**config.mk**
```make
export PLATFORM = sky130hd
export DESIGN_NAME = reset_seq_ctrl
export DESIGN_NICKNAME = d
export VERILOG_FILES = /design/src/rtl/reset_seq_ctrl.sv
export SDC_FILE = /design/constraint.sdc
export NUM_CORES = 1
export LEC_CHECK = 0
export CAP_MARGIN = 0
export CORE_ASPECT_RATIO = 1.5
export CORE_MARGIN = 1
export CORE_UTILIZATION = 48
export CTS_CLUSTER_SIZE = 8
export DETAILED_ROUTE_END_ITERATION = 10
export PLACE_DENSITY = 0.69
export REMOVE_ABC_BUFFERS = 1
export SYNTH_ARGS = -nofsm -noshare
export SYNTH_HDL_FRONTEND = slang
export SYNTH_SLANG_ARGS = --single-unit
```
**constraint.sdc**
```tcl
create_clock -name clk_100 -period 2.4 [get_ports clk_100]
set_input_delay 0.24 -clock clk_100 [delete_from_list [all_inputs] [get_ports clk_100]]
set_output_delay 0.24 -clock clk_100 [all_outputs]
set_load 0.05 [all_outputs]
```
**src/rtl/reset_seq_ctrl.sv**
```systemverilog
// Post-reset bring-up sequencer: enables downstream stages one at a time, waits for each ack,
// and on ack timeout or ack loss requests a fresh reset from the generator, up to a retry limit.
module reset_seq_ctrl #(
  parameter int N_STAGE   = 3,
  parameter int WAIT_CYC  = 100,
  parameter int TIMEOUT   = 10000,
  parameter int MAX_RETRY = 3,
  parameter int REQ_LEN   = 16,
  parameter int CNT_W     = 16
) (
  input  logic               clk_100,
  input  logic               rst,
  input  logic               rst_done,
  input  logic [N_STAGE-1:0] stage_ack,
  output logic [N_STAGE-1:0] stage_en,
  output logic               rst_req,
  output logic               sys_ready,
  output logic               fail,
  output logic [1:0]         retry_cnt,
  output logic [2:0]         dbg_state
);

  typedef enum logic [2:0] {
    S_IDLE     = 3'd0,
    S_WAIT     = 3'd1,
    S_ACK_WAIT = 3'd2,
    S_READY    = 3'd3,
    S_REQ_RST  = 3'd4,
    S_DROP     = 3'd5,
    S_FAIL     = 3'd6
  } state_t;

  localparam logic [CNT_W-1:0] WAIT_LAST = CNT_W'(WAIT_CYC - 1);
  localparam logic [CNT_W-1:0] TO_LAST   = CNT_W'(TIMEOUT - 1);
  localparam logic [CNT_W-1:0] REQ_LAST  = CNT_W'(REQ_LEN - 1);
  localparam logic [1:0]       LAST_IDX  = 2'(N_STAGE - 1);
  localparam logic [1:0]       MAX_R     = 2'(MAX_RETRY);

  state_t             state_q, state_d;
  logic [CNT_W-1:0]   cnt_q, cnt_d;
  logic [1:0]         idx_q, idx_d;
  logic [N_STAGE-1:0] en_q, en_d;
  logic               req_q, req_d;
  logic               rdy_q, rdy_d;
  logic               fail_q, fail_d;
  logic [1:0]         retry_q, retry_d;

  logic [N_STAGE-1:0] stage_bit;
  logic               ack_hit;
  logic               ack_lost;
  logic               abort;
  logic               escalate;

  // Only the stage currently being brought up can complete the handshake.
  assign stage_bit = N_STAGE'(1) << idx_q;
  assign ack_hit   = |(stage_ack & stage_bit);
  assign ack_lost  = (stage_ack & en_q) != en_q;

  always_comb begin
    state_d  = state_q;
    cnt_d    = cnt_q;
    idx_d    = idx_q;
    en_d     = en_q;
    req_d    = req_q;
    rdy_d    = rdy_q;
    fail_d   = fail_q;
    retry_d  = retry_q;
    abort    = 1'b0;
    escalate = 1'b0;

    case (state_q)
      S_IDLE: begin
        en_d = '0;
        if (rst_done) begin
          state_d = S_WAIT;
          cnt_d   = '0;
          idx_d   = '0;
        end
      end
      S_WAIT: begin
        if (!rst_done) abort = 1'b1;
        else if (cnt_q == WAIT_LAST) begin
          en_d    = en_q | stage_bit;
          cnt_d   = '0;
          state_d = S_ACK_WAIT;
        end else cnt_d = cnt_q + 1'b1;
      end
      S_ACK_WAIT: begin
        // Ack beats a timeout landing on the same cycle.
        if (!rst_done) abort = 1'b1;
        else if (ack_hit) begin
          if (idx_q == LAST_IDX) begin
            state_d = S_READY;
            rdy_d   = 1'b1;
          end else begin
            idx_d   = idx_q + 2'd1;
            cnt_d   = '0;
            state_d = S_WAIT;
          end
        end else if (cnt_q == TO_LAST) escalate = 1'b1;
        else cnt_d = cnt_q + 1'b1;
      end
      S_READY: begin
        if (!rst_done) abort = 1'b1;
        else if (ack_lost) escalate = 1'b1;
      end
      S_REQ_RST: begin
        if (cnt_q == REQ_LAST) begin
          req_d   = 1'b0;
          cnt_d   = '0;
          state_d = S_DROP;
        end else cnt_d = cnt_q + 1'b1;
      end
      S_DROP: begin
        if (!rst_done) state_d = S_IDLE;
      end
      S_FAIL: begin
        en_d  = '0;
        req_d = 1'b0;
      end
      default: state_d = S_IDLE;
    endcase

    if (abort) begin
      state_d = S_IDLE;
      en_d    = '0;
      rdy_d   = 1'b0;
      cnt_d   = '0;
      idx_d   = '0;
    end else if (escalate) begin
      en_d  = '0;
      rdy_d = 1'b0;
      cnt_d = '0;
      if (retry_q < MAX_R) begin
        state_d = S_REQ_RST;
        req_d   = 1'b1;
        retry_d = (retry_q == 2'd3) ? 2'd3 : retry_q + 2'd1;
      end else begin
        state_d = S_FAIL;
        fail_d  = 1'b1;
      end
    end
  end

  always_ff @(posedge clk_100) begin
    if (rst) begin
      state_q <= S_IDLE;
      cnt_q   <= '0;
      idx_q   <= '0;
      en_q    <= '0;
      req_q   <= 1'b0;
      rdy_q   <= 1'b0;
      fail_q  <= 1'b0;
      retry_q <= '0;
    end else begin
      state_q <= state_d;
      cnt_q   <= cnt_d;
      idx_q   <= idx_d;
      en_q    <= en_d;
      req_q   <= req_d;
      rdy_q   <= rdy_d;
      fail_q  <= fail_d;
      retry_q <= retry_d;
    end
  end

  assign stage_en  = en_q;
  assign rst_req   = req_q;
  assign sys_ready = rdy_q;
  assign fail      = fail_q;
  assign retry_cnt = retry_q;
  assign dbg_state = state_q;

endmodule

```
==> impl_metrics.env, run 1 <==
export IMPL_worstSetupPathType="flip-flop to flip-flop"
export IMPL_fin_cells=275
export IMPL_ant_nets=0
export IMPL_place_congestion=0.835
export IMPL_synth_most_common_cell="nor2_1"
export IMPL_syn_area_um2=1710
export IMPL_vias=1624
export IMPL_clk_latency_ns=0.28
export IMPL_hold_start="idx_q[1]"
export IMPL_cp_required_ns=2.57
export IMPL_synthArstFlopShare_pct=0
export IMPL_dpl_cell_area_um2=1940
export IMPL_final_util_pct=60.0
export IMPL_ys_seq_area_share_pct=34.0
export IMPL_htree_levels=2
export IMPL_grt_max_degree=17
export IMPL_fp_dieArea_um2=3810
export IMPL_worst_pin_slew_ns=0.496
export IMPL_antenna_found_initial=0
export IMPL_fin_area_um2=2050
export IMPL_slew_viol_final=0
export IMPL_hold_worst_slack_ns=0.481
export IMPL_synth_common_cells="nor2_1, dfxtp_1, xnor2_1, nand2_1, a21oi_1"
export IMPL_cts_buffers=5
export IMPL_rrSetupSlack_ns=0.26
export IMPL_min_period_over_period_pct=89.1
export IMPL_fmaxAchievable_mhz=468
export IMPL_layout_drive_gt1_share_pct=15.5
export IMPL_final_net_count=242
export IMPL_synth_edf_count=0
export IMPL_synth_top_area_cell="dfxtp_1"
export IMPL_ys_warn_count=0
export IMPL_wl_per_cell_um=14.8
export IMPL_gr_total_overflow=0
export IMPL_dp_slack_ns=0.167
export IMPL_min_path_type="flip-flop to flip-flop"
export IMPL_critPathLaunchType="flip-flop"
export IMPL_final_hold_violation_count=0
export IMPL_finalWirelength_um=4080
export IMPL_cts_num_sinks=29
export IMPL_synthFlopType="dfxtp_1"
export IMPL_clkTransAtPathRegs_ns=0.07
export IMPL_netlist_instances=209
export IMPL_ys_types=43
export IMPL_die_h_um=75.1
export IMPL_ioPinCount=17
export IMPL_worst_path_max_fanout=13
export IMPL_rsz0062_at_grt="no"
export IMPL_viasPerCell=5.91
export IMPL_place_inst=266
export IMPL_synthToLayoutAreaGrowth_pct=19.9
export IMPL_die_x_um=50.7
export IMPL_first_pass_iters=4
export IMPL_root_buffer="clkbuf_8"
export IMPL_grt_first_pass_wirelength_um=6800
export IMPL_vdd_drop_max_mv=0.438
export IMPL_insertedDiodeCount=0
export IMPL_cp_data_arrival_time_ns=2.31
export IMPL_finalSetupViolCount=0
export IMPL_power_density_nw_per_um2=592
export IMPL_startpoint="idx_q[1]"
export IMPL_status="complete, no violations"
export IMPL_initial_core_util_pct=50.0
export IMPL_drtIter0Drc=52
export IMPL_fillers=312
export IMPL_yosysTopAreaCellShare_pct=34.0
export IMPL_post_route_min_period_ns=2.14
export IMPL_skew_ns=0.00671
export IMPL_r2r_start="idx_q[1]"
export IMPL_synth_seq_cells=29
export IMPL_core_area_um2=3420
export IMPL_layout_setup_ws_ns=0.262
export IMPL_grt_pass1_vias=1580
export IMPL_drc=0
export IMPL_cts_tree="done"
export IMPL_clk_path_buf_depth=2
export IMPL_synth_area_top_cells="dfxtp_1, xnor2_1, nor2_1"
export IMPL_grt_total_usage_pct=24.2
export IMPL_p_leak_nw=0.700
export IMPL_maxCapViolations=0
export IMPL_crit_path_end_kind="flip-flop"
export IMPL_slew_limit_headroom_pct=66.7
export IMPL_port_buffers=16
export IMPL_rows=26
export IMPL_hpwl_um=3050
export IMPL_synth_area_per_cell_um2=8.17
[through the flow]
stage                     setup TNS, ns  total power, mW
after floorplan                 -0.0901            0.713
after global placement                0            0.812
after detailed placement              0            0.821
after CTS                             0             1.22
after global routing                  0             1.27
final                                 0             1.21
[cells by family after synthesis]
group	after synthesis	synth area share, %
AND/OR/NAND/NOR	102	33.7
adder cells (fa/ha/maj)	4	2.93
AO/OA/AOI/OAI	36	14.1
XOR/XNOR	16	8.20
buffers and inverters	20	5.93
flip-flops	29	34.0
multiplexers	2	1.17
[where the power goes]
group | switching (mW) | internal [mW]
clock | 0.192 | 0.201
combinational | 0.178 | 0.116
sequential | 0.0279 | 0.498
total | 0.398 | 0.814
[layout by cell type (no fill, tap or decap), types with 4 or more instances in the layout]
cell	n
nand2_1	12
nor3_2	7
a21oi_1	10
buf_4	13
ha_1	4
inv_1	7
nor2_1	31
nor3_1	5
dfxtp_1	29
nand4_1	9
and3_1	5
nand2b_1	7
nand3_1	9
nor4_1	4
clkbuf_8	5
xnor2_1	16
clkdlybuf4s50_1	16
o21ai_0	5
[worst max-delay path: stages (launching register included)]
cell and delay (ns):
dfxtp_1 0.36, inv_1 0.07, ha_1 0.20, a222oi_1 0.32
buf_4 0.20, nand2b_1 0.16, a21oi_4 0.13, buf_4 0.19
nor3_2 0.19, xnor2_1 0.14, nor2_1 0.06
[cell type report]
cell class / count / area [µm²] / share of cell area [%]
Clock buffer: 6 / 72.6 / 3.54
Clock inverter: 2 / 10.0 / 0.489
Inverter: 7 / 26.3 / 1.28
Multi-Input combinational cell: 160 / 1050 / 51.2
Sequential cell: 29 / 581 / 28.3
Tap cell: 42 / 52.6 / 2.57
Timing Repair Buffer: 29 / 258 / 12.6
[metal layers]
layer  vias up  routed length (µm)  GRT usage, %
li1        789                   -             -
met1       778                1540          23.0
met2        46                2290          46.2
met3        11                 135          5.25
met4         0                 120          15.7
met5         -                   0             0
[registers in the layout (all words and copies together), names as in the netlist]
name and count:
cnt_q 16, dbg_state 3, stage_en 3, idx_q 2, retry_cnt 2, fail 1
rst_req 1, sys_ready 1
[final timing paths]
path / end / cells past startpoint
max: cnt_q[14] / 10
min: idx_q[1] / 2
max reg2reg: cnt_q[14] / 10
min reg2reg: idx_q[1] / 2
[timing repair]
| item | CTS | global route |
|---|---|---|
| hold buffers | 0 | 0 |
| setup endpoints to repair | 0 | 23 |
| buffers inserted | 0 | 1 |
| gates resized for setup | 0 | 4 |
Note: power is estimated with default switching activity, not from simulation.
==> inputs of run 2 (changes only) <==
CELL_PAD_IN_SITES_DETAIL_PLACEMENT = 1   (was not set)
CELL_PAD_IN_SITES_GLOBAL_PLACEMENT = 2   (was not set)
CORE_UTILIZATION = 34   (was 48)
PLACE_DENSITY = not set   (was 0.69)
PLACE_DENSITY_LB_ADDON = 0.1   (was not set)
==> run 2 against run 1 <==
  * Flip-flop and latch count unchanged
  * Largest cell class unchanged
  * Sequential share of layout area decreased by 0.63 points
  * Register-to-register slack worse by 0.04 ns
  * Design area rose by 2.3%
  * Critical path depth stayed put
  * Power increased by 1.6%
  * Count of clock-buffer cells in the layout is 1 higher
  * First-iteration DRC count grew 62%
  * Clock skew is 0.0013 ns lower
  * Global-route usage fell by 4.2 points
==> impl_metrics.env, run 2 (synthesis gave the netlist of run 1 again) <==
export IMPL_crit_path_end_kind="flip-flop"
export IMPL_p_sw_share_pct=31.5
export IMPL_slew_viol_final=0
export IMPL_initial_core_util_pct=35.5
export IMPL_fin_cells=298
export IMPL_critPathLaunchType="flip-flop"
export IMPL_p_int_mw=0.844
export IMPL_antenna_found_initial=0
export IMPL_core_area_um2=4810
export IMPL_cts_buffers=5
export IMPL_wl_per_cell_um=15.5
export IMPL_insertedDiodeCount=0
export IMPL_grt_total_usage_pct=20.0
export IMPL_clkTransAtPathRegs_ns=0.06
export IMPL_final_common_cell="nor2_1"
export IMPL_startpoint="idx_q[0]"
export IMPL_die_h_um=88.8
export IMPL_clk_latency_ns=0.28
export IMPL_worst_path_max_fanout=9
export IMPL_die_x_um=59.9
export IMPL_first_pass_iters=4
export IMPL_finalSetupTns_ns=0
export IMPL_cp_required_ns=2.56
export IMPL_fp_dieArea_um2=5320
export IMPL_largest_register="cnt_q"
export IMPL_largest_register_ffs=16
export IMPL_fmaxAchievable_mhz=458
export IMPL_place_inst=291
export IMPL_finalWirelength_um=4620
export IMPL_grt_first_pass_wirelength_um=7840
export IMPL_ioPinCount=17
export IMPL_worstSetupPathType="flip-flop to flip-flop"
export IMPL_share_comb_of_total_power_pct=24.5
export IMPL_synthToLayoutAreaGrowth_pct=22.6
export IMPL_dp_slack_ns=0.0882
export IMPL_most_common_layout_cells="nor2_1, dfxtp_1, xnor2_1, clkdlybuf4s50_1, buf_4"
export IMPL_switching_power_mw=0.387
export IMPL_post_route_min_period_ns=2.18
export IMPL_vdd_drop_max_mv=0.392
export IMPL_final_hold_violation_count=0
export IMPL_r2r_start="idx_q[0]"
export IMPL_cts_hold_buffers=0
export IMPL_fin_area_um2=2090
export IMPL_p_leak_nw=0.710
export IMPL_min_period_over_period_pct=91.0
export IMPL_worst_r2r_path_depth=10
export IMPL_cp_endpoint="cnt_q[3]"
export IMPL_min_path_type="flip-flop to flip-flop"
export IMPL_drc=0
export IMPL_layout_setup_ws_ns=0.217
export IMPL_cts_tree="done"
export IMPL_htree_levels=2
export IMPL_clk_path_buf_depth=2
export IMPL_gr_total_overflow=0
export IMPL_power_frac_seq_pct=42.5
export IMPL_rrSetupSlack_ns=0.22
export IMPL_grt_max_degree=17
export IMPL_worst_pin_slew_ns=0.522
export IMPL_slew_limit_headroom_pct=65.2
export IMPL_fillers=612
export IMPL_viasPerCell=5.43
export IMPL_skew_ns=0.00537
export IMPL_rr_endpoint="cnt_q[3]"
export IMPL_finalPower_mw=1.23
export IMPL_power_share_clock_pct=33.0
export IMPL_finalSetupViolCount=0
export IMPL_cts_num_sinks=29
export IMPL_place_congestion=0.769
export IMPL_power_density_nw_per_um2=588
export IMPL_ant_nets=0
export IMPL_dpl_cell_area_um2=1990
export IMPL_status="complete, no violations"
export IMPL_vias=1619
export IMPL_layout_drive_gt1_share_pct=16.4
export IMPL_rows=31
export IMPL_hpwl_um=3690
export IMPL_cp_data_arrival_time_ns=2.34
export IMPL_drtIter0Drc=84
export IMPL_rsz0062_at_grt="no"
export IMPL_port_buffers=16
export IMPL_final_net_count=242
export IMPL_root_buffer="clkbuf_8"
export IMPL_maxCapViolations=0
export IMPL_grt_pass1_vias=1678
run 2: worst max-delay path: stages, from the launching register on:
cell and delay, ns:
dfxtp_1 0.35, inv_1 0.08, ha_1 0.21, a222oi_1 0.30
buf_4 0.20, nand2b_1 0.12, a21oi_2 0.15, buf_4 0.19
nor3b_1 0.25, xnor2_1 0.15, nor2_1 0.05
run 2: power by group through the flow:
stage,Clock [mW],Sequential [mW],Combinational [mW]
after detailed placement,0,0.535,0.301
after global placement,0,0.533,0.292
after CTS,0.424,0.524,0.303
after floorplan,0,0.571,0.142
final,0.406,0.523,0.302
after global routing,0.449,0.526,0.334
run 2: worst min-delay path by stage:
stage / start / end / slack [ns] / cells past startpoint
final: idx_q[0] / idx_q[0] / 0.48 / 2
after global placement: fail / fail / 0.45 / 2
after detailed placement: idx_q[0] / idx_q[0] / 0.48 / 2
after global routing: idx_q[1] / idx_q[1] / 0.52 / 2
after CTS: idx_q[0] / idx_q[0] / 0.49 / 2
after floorplan: rst / fail / 0.31 / 1
run 2: timing repair:
| action | CTS | global route |
|---|---|---|
| setup endpoints to repair | 0 | 20 |
| setup buffers | 0 | 0 |
| gates resized for setup | 0 | 5 |
run 2: area by class of cell:
cell class	count	area [µm²]	area share [%]
Inverter	7	26.3	1.25
Clock buffer	7	86.3	4.12
Sequential cell	29	581	27.7
Timing Repair Buffer	29	270	12.9
Multi-Input combinational cell	160	1050	50.1
Tap cell	66	82.6	3.94
run 2: per-stage QoR:
step	hold slack [ns]	util, %
after floorplan	0.312	-
after global placement	0.453	41.3
after detailed placement	0.484	41.3
after CTS	0.493	43.1
after global routing	0.515	43.5
final	0.482	43.5
run 2: routing by layer:
layer	track usage [%]	up-vias	share of wire, %
met5	0	-	0
met4	9.73	0	3.1
met3	3.22	12	2.6
met2	38.3	29	57
met1	20.1	794	38
li1	-	784	-
